$ cat src/rtl/sseg_pkg.sv
// Shared constants for the seven-segment scan controller: active-low glyphs {g..a}
// and the supported digit-count ceiling.
package sseg_pkg;

  localparam int MAX_DIGITS = 16;

  localparam logic [6:0] SEG_0     = 7'h40;
  localparam logic [6:0] SEG_1     = 7'h79;
  localparam logic [6:0] SEG_2     = 7'h24;
  localparam logic [6:0] SEG_3     = 7'h30;
  localparam logic [6:0] SEG_4     = 7'h19;
  localparam logic [6:0] SEG_5     = 7'h12;
  localparam logic [6:0] SEG_6     = 7'h02;
  localparam logic [6:0] SEG_7     = 7'h78;
  localparam logic [6:0] SEG_8     = 7'h00;
  localparam logic [6:0] SEG_9     = 7'h10;
  localparam logic [6:0] SEG_A     = 7'h08;
  localparam logic [6:0] SEG_B     = 7'h03;
  localparam logic [6:0] SEG_C     = 7'h46;
  localparam logic [6:0] SEG_D     = 7'h21;
  localparam logic [6:0] SEG_E     = 7'h06;
  localparam logic [6:0] SEG_F     = 7'h0E;
  localparam logic [6:0] SEG_BLANK = 7'h7F;

endpackage

$ cat src/rtl/sseg_hex_decoder.sv
// Combinational nibble-to-glyph decoder; letters A-F appear only in hex mode,
// otherwise those codes render blank.
module sseg_hex_decoder
  import sseg_pkg::*;
(
  input  logic [3:0] nibble,
  input  logic       hex_mode,
  output logic [6:0] pattern
);

  // Glyph lookup
  always_comb begin
    pattern = SEG_BLANK;
    case (nibble)
      4'h0:    pattern = SEG_0;
      4'h1:    pattern = SEG_1;
      4'h2:    pattern = SEG_2;
      4'h3:    pattern = SEG_3;
      4'h4:    pattern = SEG_4;
      4'h5:    pattern = SEG_5;
      4'h6:    pattern = SEG_6;
      4'h7:    pattern = SEG_7;
      4'h8:    pattern = SEG_8;
      4'h9:    pattern = SEG_9;
      4'hA:    pattern = hex_mode ? SEG_A : SEG_BLANK;
      4'hB:    pattern = hex_mode ? SEG_B : SEG_BLANK;
      4'hC:    pattern = hex_mode ? SEG_C : SEG_BLANK;
      4'hD:    pattern = hex_mode ? SEG_D : SEG_BLANK;
      4'hE:    pattern = hex_mode ? SEG_E : SEG_BLANK;
      4'hF:    pattern = hex_mode ? SEG_F : SEG_BLANK;
      default: pattern = SEG_BLANK;
    endcase
  end

endmodule

$ cat src/rtl/sseg_scan_ctrl.sv
// Multiplexed seven-segment scan controller with frame-synchronous shadowing,
// guard interval and PWM dimming. Define SSEG_LZB_EN for leading-zero blanking.
module sseg_scan_ctrl
  import sseg_pkg::*;
#(
  parameter int NUM_DIGITS = 8,
  parameter int SCAN_DIV   = 100000,
  parameter int GUARD      = 2,
  parameter int BRIGHT_W   = 4
) (
  input  logic                    clk,
  input  logic                    reset_n,
  input  logic                    scan_en,
  input  logic [4*NUM_DIGITS-1:0] data,
  input  logic [NUM_DIGITS-1:0]   dp_in,
  input  logic [NUM_DIGITS-1:0]   digit_en,
  input  logic                    hex_mode,
  input  logic [BRIGHT_W-1:0]     bright,
  output logic [6:0]              seg,
  output logic                    dp,
  output logic [NUM_DIGITS-1:0]   an,
  output logic                    frame_done
);

  localparam int IDX_W  = (NUM_DIGITS > 1) ? $clog2(NUM_DIGITS) : 1;
  localparam int PCNT_W = (SCAN_DIV > 1) ? $clog2(SCAN_DIV) : 1;
  localparam logic [PCNT_W-1:0] PCNT_LAST  = PCNT_W'(SCAN_DIV - 1);
  localparam logic [PCNT_W-1:0] PCNT_GUARD = PCNT_W'(GUARD);
  localparam logic [IDX_W-1:0]  IDX_LAST   = IDX_W'(NUM_DIGITS - 1);

  logic [PCNT_W-1:0]       pcnt_r;
  logic [IDX_W-1:0]        idx_r;
  logic [BRIGHT_W-1:0]     pwm_r;
  logic [4*NUM_DIGITS-1:0] sh_data_r;
  logic [NUM_DIGITS-1:0]   sh_dp_r;
  logic [NUM_DIGITS-1:0]   sh_en_r;
  logic                    load_pending_r;
  logic                    boundary_r;
  logic [6:0]              seg_r;
  logic                    dp_r;
  logic [NUM_DIGITS-1:0]   an_r;
  logic                    frame_done_r;

  logic                    slot_end_s;
  logic                    wrap_s;
  logic [3:0]              nib_s;
  logic [6:0]              glyph_s;
  logic [NUM_DIGITS-1:0]   lzb_s;
  logic                    pwm_on_s;
  logic                    lit_s;
  logic [NUM_DIGITS-1:0]   onehot_s;

  assign slot_end_s = scan_en && (pcnt_r == PCNT_LAST);
  assign wrap_s     = slot_end_s && (idx_r == IDX_LAST);

  // Prescaler, digit index, free-running PWM counter and frame marker
  always_ff @(posedge clk or negedge reset_n) begin
    if (!reset_n) begin
      pcnt_r     <= '0;
      idx_r      <= '0;
      pwm_r      <= '0;
      boundary_r <= 1'b0;
    end else begin
      if (slot_end_s) begin
        pcnt_r <= '0;
        idx_r  <= wrap_s ? '0 : idx_r + IDX_W'(1);
      end else if (scan_en) begin
        pcnt_r <= pcnt_r + PCNT_W'(1);
      end else begin
        pcnt_r <= pcnt_r;
      end
      pwm_r      <= pwm_r + BRIGHT_W'(1);
      boundary_r <= wrap_s;
    end
  end

  // Shadow capture at frame wrap, plus one capture right after reset
  always_ff @(posedge clk or negedge reset_n) begin
    if (!reset_n) begin
      sh_data_r      <= '0;
      sh_dp_r        <= '0;
      sh_en_r        <= '0;
      load_pending_r <= 1'b1;
    end else begin
      if (load_pending_r || wrap_s) begin
        sh_data_r <= data;
        sh_dp_r   <= dp_in;
        sh_en_r   <= digit_en;
      end
      load_pending_r <= 1'b0;
    end
  end

`ifdef SSEG_LZB_EN
  // Leading-zero blanking: scan from the top digit while nibbles stay zero and no dp
  always_comb begin : lzb_scan
    logic run_v;
    lzb_s = '0;
    run_v = 1'b1;
    for (int i = NUM_DIGITS - 1; i >= 0; i--) begin
      run_v = run_v & (sh_data_r[4*i +: 4] == 4'h0) & ~sh_dp_r[i];
      if (i > 0) begin
        lzb_s[i] = run_v;
      end else begin
        lzb_s[i] = 1'b0;
      end
    end
  end
`else
  assign lzb_s = '0;
`endif

  assign nib_s    = sh_data_r[{idx_r, 2'b00} +: 4];
  assign pwm_on_s = (&bright) || (pwm_r < bright);
  assign lit_s    = sh_en_r[idx_r] & ~lzb_s[idx_r] & (pcnt_r >= PCNT_GUARD) & pwm_on_s;
  assign onehot_s = NUM_DIGITS'(1) << idx_r;

  sseg_hex_decoder u_dec (
    .nibble   (nib_s),
    .hex_mode (hex_mode),
    .pattern  (glyph_s)
  );

  // Registered pin drive; dark slots also blank cathodes to avoid ghosting
  always_ff @(posedge clk or negedge reset_n) begin
    if (!reset_n) begin
      an_r         <= '1;
      seg_r        <= SEG_BLANK;
      dp_r         <= 1'b1;
      frame_done_r <= 1'b0;
    end else begin
      an_r         <= lit_s ? ~onehot_s : '1;
      seg_r        <= lit_s ? glyph_s : SEG_BLANK;
      dp_r         <= lit_s ? ~sh_dp_r[idx_r] : 1'b1;
      frame_done_r <= boundary_r;
    end
  end

  assign an         = an_r;
  assign seg        = seg_r;
  assign dp         = dp_r;
  assign frame_done = frame_done_r;

endmodule
$ cat config.mk
export PLATFORM = sky130hd
export DESIGN_NAME = sseg_scan_ctrl
export DESIGN_NICKNAME = d
export VERILOG_FILES = /design/src/rtl/sseg_pkg.sv /design/src/rtl/sseg_hex_decoder.sv /design/src/rtl/sseg_scan_ctrl.sv
export SDC_FILE = /design/constraint.sdc
export NUM_CORES = 1
export LEC_CHECK = 0
export CORE_ASPECT_RATIO = 1.2
export CORE_UTILIZATION = 53
export CTS_CLUSTER_SIZE = 14
export DETAILED_ROUTE_END_ITERATION = 7
export PLACE_DENSITY = 0.84
export SLEW_MARGIN = 20
export SYNTH_ARGS = -nofsm -noshare
export SYNTH_HDL_FRONTEND = slang
export SYNTH_SLANG_ARGS = --single-unit
$ cat constraint.sdc
create_clock -name clk -period 2.5 [get_ports clk]
set_input_delay 0.5 -clock clk [delete_from_list [all_inputs] [get_ports clk]]
set_output_delay 0.5 -clock clk [all_outputs]
set_load 0.005 [all_outputs]
==> flow_summary.toml <==
[synth]
synth-main-ff-cell = "dfrtp_1"
yosys.area.top_type = "dfrtp_1"
netlist_instances = 325
post_synthesis_sequential_element_count = 91
ys_types = 41
synth-warning-count = 0
seq_area_frac_synth = 0.536
synth_area_um2 = 4290
synth-edff-count = 0
synth_fp_nets = 393
synth_area_leaders = "dfrtp_1, dfstp_2, mux2_2, mux2_4, mux4_2"
async_reset_ff_frac = 1.00
post_synth.cell_area_avg_um2 = 13.2
yosys.area.top_type_share = 0.432

[cts]
path_clk_slew_ns = 0.09
postCtsSetupRepairBufs = 0
largest_buffer_count_on_any_clock_path = 2
hold_buffers = 0
clock_latency_ns = 0.36
cts_repair_resize_count = 0
cts_htree_levels = 3
cts.root.buffer_cell = "clkbuf_8"
clock_tree_from_tritoncts = "yes"
clkSinkCount = 91
cts_made_buffers = 9

[grt]
global_route.overflow_total = 0
global_route.usage.total = 0.205
global_route_wire_length_before_repair_mm = 13.3
grt_start_max_net_pins = 58
antenna_found_initial = 0
grt_pass1_vias = 2825

[power]
total_power_mw = 3.32
cellLeakagePower_nw = 2.32
power_density_nw_per_um2 = 619
ir_drop_v = 0.000435

[floorplanning]
area_enclosed_by_the_die_boundary_um2 = 8460
start_util = 0.553
die_height_um = 101
pin_count = 73
die_w_um = 84.1
core_area_um2 = 7750
rows = 35

[setup_path]
worstSetupPathType = "reg2reg"
worst_path_max_delay_cell = "or4_4"
max_stage_delay_ns = 0.60
crit_start = "pcnt_r[12]$_DFFE_PN0P_"
cell_repeated_most_along_the_worst_path = "nor2_4"
critical_path_at_ns = 2.52
worstSetupEndpointType = "register"
cp_cell_sequence = "nor4_1 -> nand2_1 -> or4_4 -> nor2_4 -> nor2_4 -> buf_12 -> mux2_4"
required_ns = 2.74
timing.critical_path.fanout_max = 17
cp-start-kind = "register"
rr_startpoint = "pcnt_r[12]$_DFFE_PN0P_"

[worst_hold_path]
hold_path.class = "in2async"

[route]
initialDrtViolationCount = 178
detail-route-antenna-nets = 0
detailroute.via_count = 2733
drc_errors = 10
routedWlPerCell_um = 15.6
detailedRoute.firstPassIterationCount = 6
drt-vias-per-instance = 5.44
finalWirelength_mm = 7.83

[outcome]
failed_checks = "design-rule violations"
run_status = "finished, violations left"

[placement]
global_placer_s_final_weighted_congestion = 0.833
hpwl_mm = 5.73
placement.io_buffers = 72

[final_layout]
design.final.nets = 474
n_fill_cell = 551
finalCoreUtilization = 0.691
area.growth.synth_to_final_pct = 24.9
antennaDiodeCount = 0
most_frequent_standard_cell_in_the_layout_excluding_fill_and_tap_cells = "dfrtp_1"
layout.cells.most_common_list = "dfrtp_1, clkdlybuf4s50_1, mux2_2"
drive_above_1_share = 0.276

[sta]
max_clock_freq_mhz = 439
maxSlewViolCount = 0
finalHoldViolCount = 0
final_min_period_over_clock_period = 0.911
fin_hold_ws_ns = 0.0842
finalSetupViolations = 0
min_period_ns = 2.28
skew_ns = 0.0129
grt_setup_unrepaired = "false"

[job]
max_cap_violations = 0
## synthesized netlist by cell type, types with 2 or more instances
cell,count
mux2_4,21
nor4_1,5
a211oi_1,2
nor2_1,17
a21o_1,3
buf_2,4
clkbuf_1,6
inv_1,11
nand3_1,18
o22ai_1,3
nor3_1,4
mux2_2,31
mux2i_1,2
ha_1,12
nand2_1,22
nand4_1,7
mux4_2,12
o21ai_0,8
a21oi_1,4
nand2b_1,3
dfstp_2,17
dfrtp_1,74
buf_6,5
xor2_1,9
xnor2_1,9
## flip-flops by register name (all words and copies together), names as in the netlist
signal and count:
frame_done 1, dp 1, pwm_r 4, idx_r 3, sh_data_r 32, boundary_r 1, load_pending_r 1, seg 7
sh_dp_r 8, pcnt_r 17, sh_en_r 8, an 8
## worst max-delay path: cells and delay by family (launching register included)
kind | cells | cell delay, ns
buffers and inverters | 1 | 0.16
AND/OR/NAND/NOR | 5 | 1.27
multiplexers | 1 | 0.30
flip-flops | 1 | 0.42
## power by group
part | switching, mW | total (mW) | internal [mW] | leakage (nW)
clock network | 0.492 | 0.946 | 0.453 | 0.0881
registers | 0.116 | 1.76 | 1.64 | 1.08
logic | 0.239 | 0.609 | 0.370 | 1.16
## path summary, 6_finish.rpt
| path | to | slack, ns | cells after the start |
|---|---|---|---|
| max | sh_data_r[30]$_DFFE_PN0P_ | 0.22 | 7 |
| min | sh_en_r[2]$_DFFE_PN0P_ | 0.08 | 1 |
| max reg2reg | sh_data_r[30]$_DFFE_PN0P_ | 0.22 | 7 |
| min reg2reg | frame_done$_DFF_PN0_ | 0.38 | 0 |
| max in group asynchronous | an[0]$_DFF_PN1_ | 1.71 | 2 |
| min in group clk | frame_done$_DFF_PN0_ | 0.38 | 0 |
## per-layer routing
metal / vias up / wire (um) / global-route usage
met5: - / 0 / 0
met4: 0 / 121 / 0.0610
met3: 10 / 385 / 0.0573
met2: 70 / 3870 / 0.335
met1: 1338 / 3450 / 0.271
li1: 1315 / - / -
## stage by stage
stage	worst slack (ns)	TNS (ns)	area (um^2)	cells
floorplan	0.284	0	4290	325
global placement	0.0368	0	5170	487
detailed placement	-0.00726	-0.0157	5170	487
CTS	0.209	0	5360	502
global route	0.0755	0	5360	502
finish	0.222	0	5360	502
## cells by family (layout without fill, tap and decap cells)
family,after synthesis,in the layout,synth area share
AO/OA/AOI/OAI,26,26,0.0385
XOR/XNOR,18,18,0.0368
adder cells (fa/ha/maj),13,13,0.0373
buffers and inverters,27,112,0.0336
flip-flops,91,91,0.536
multiplexers,66,66,0.223
other,1,1,0.000875
AND/OR/NAND/NOR,83,83,0.0943
## layout make-up
type	instances	area, um^2	area share
clock buffers	10	128	0.0238
clock inverters	5	55.1	0.0103
inverters	12	45.0	0.00841
multi-input cells	207	1850	0.345
flip-flops and latches	91	2300	0.429
well taps	92	115	0.0215
repair buffers	85	866	0.162
Power figures use the tool's default switching activity.
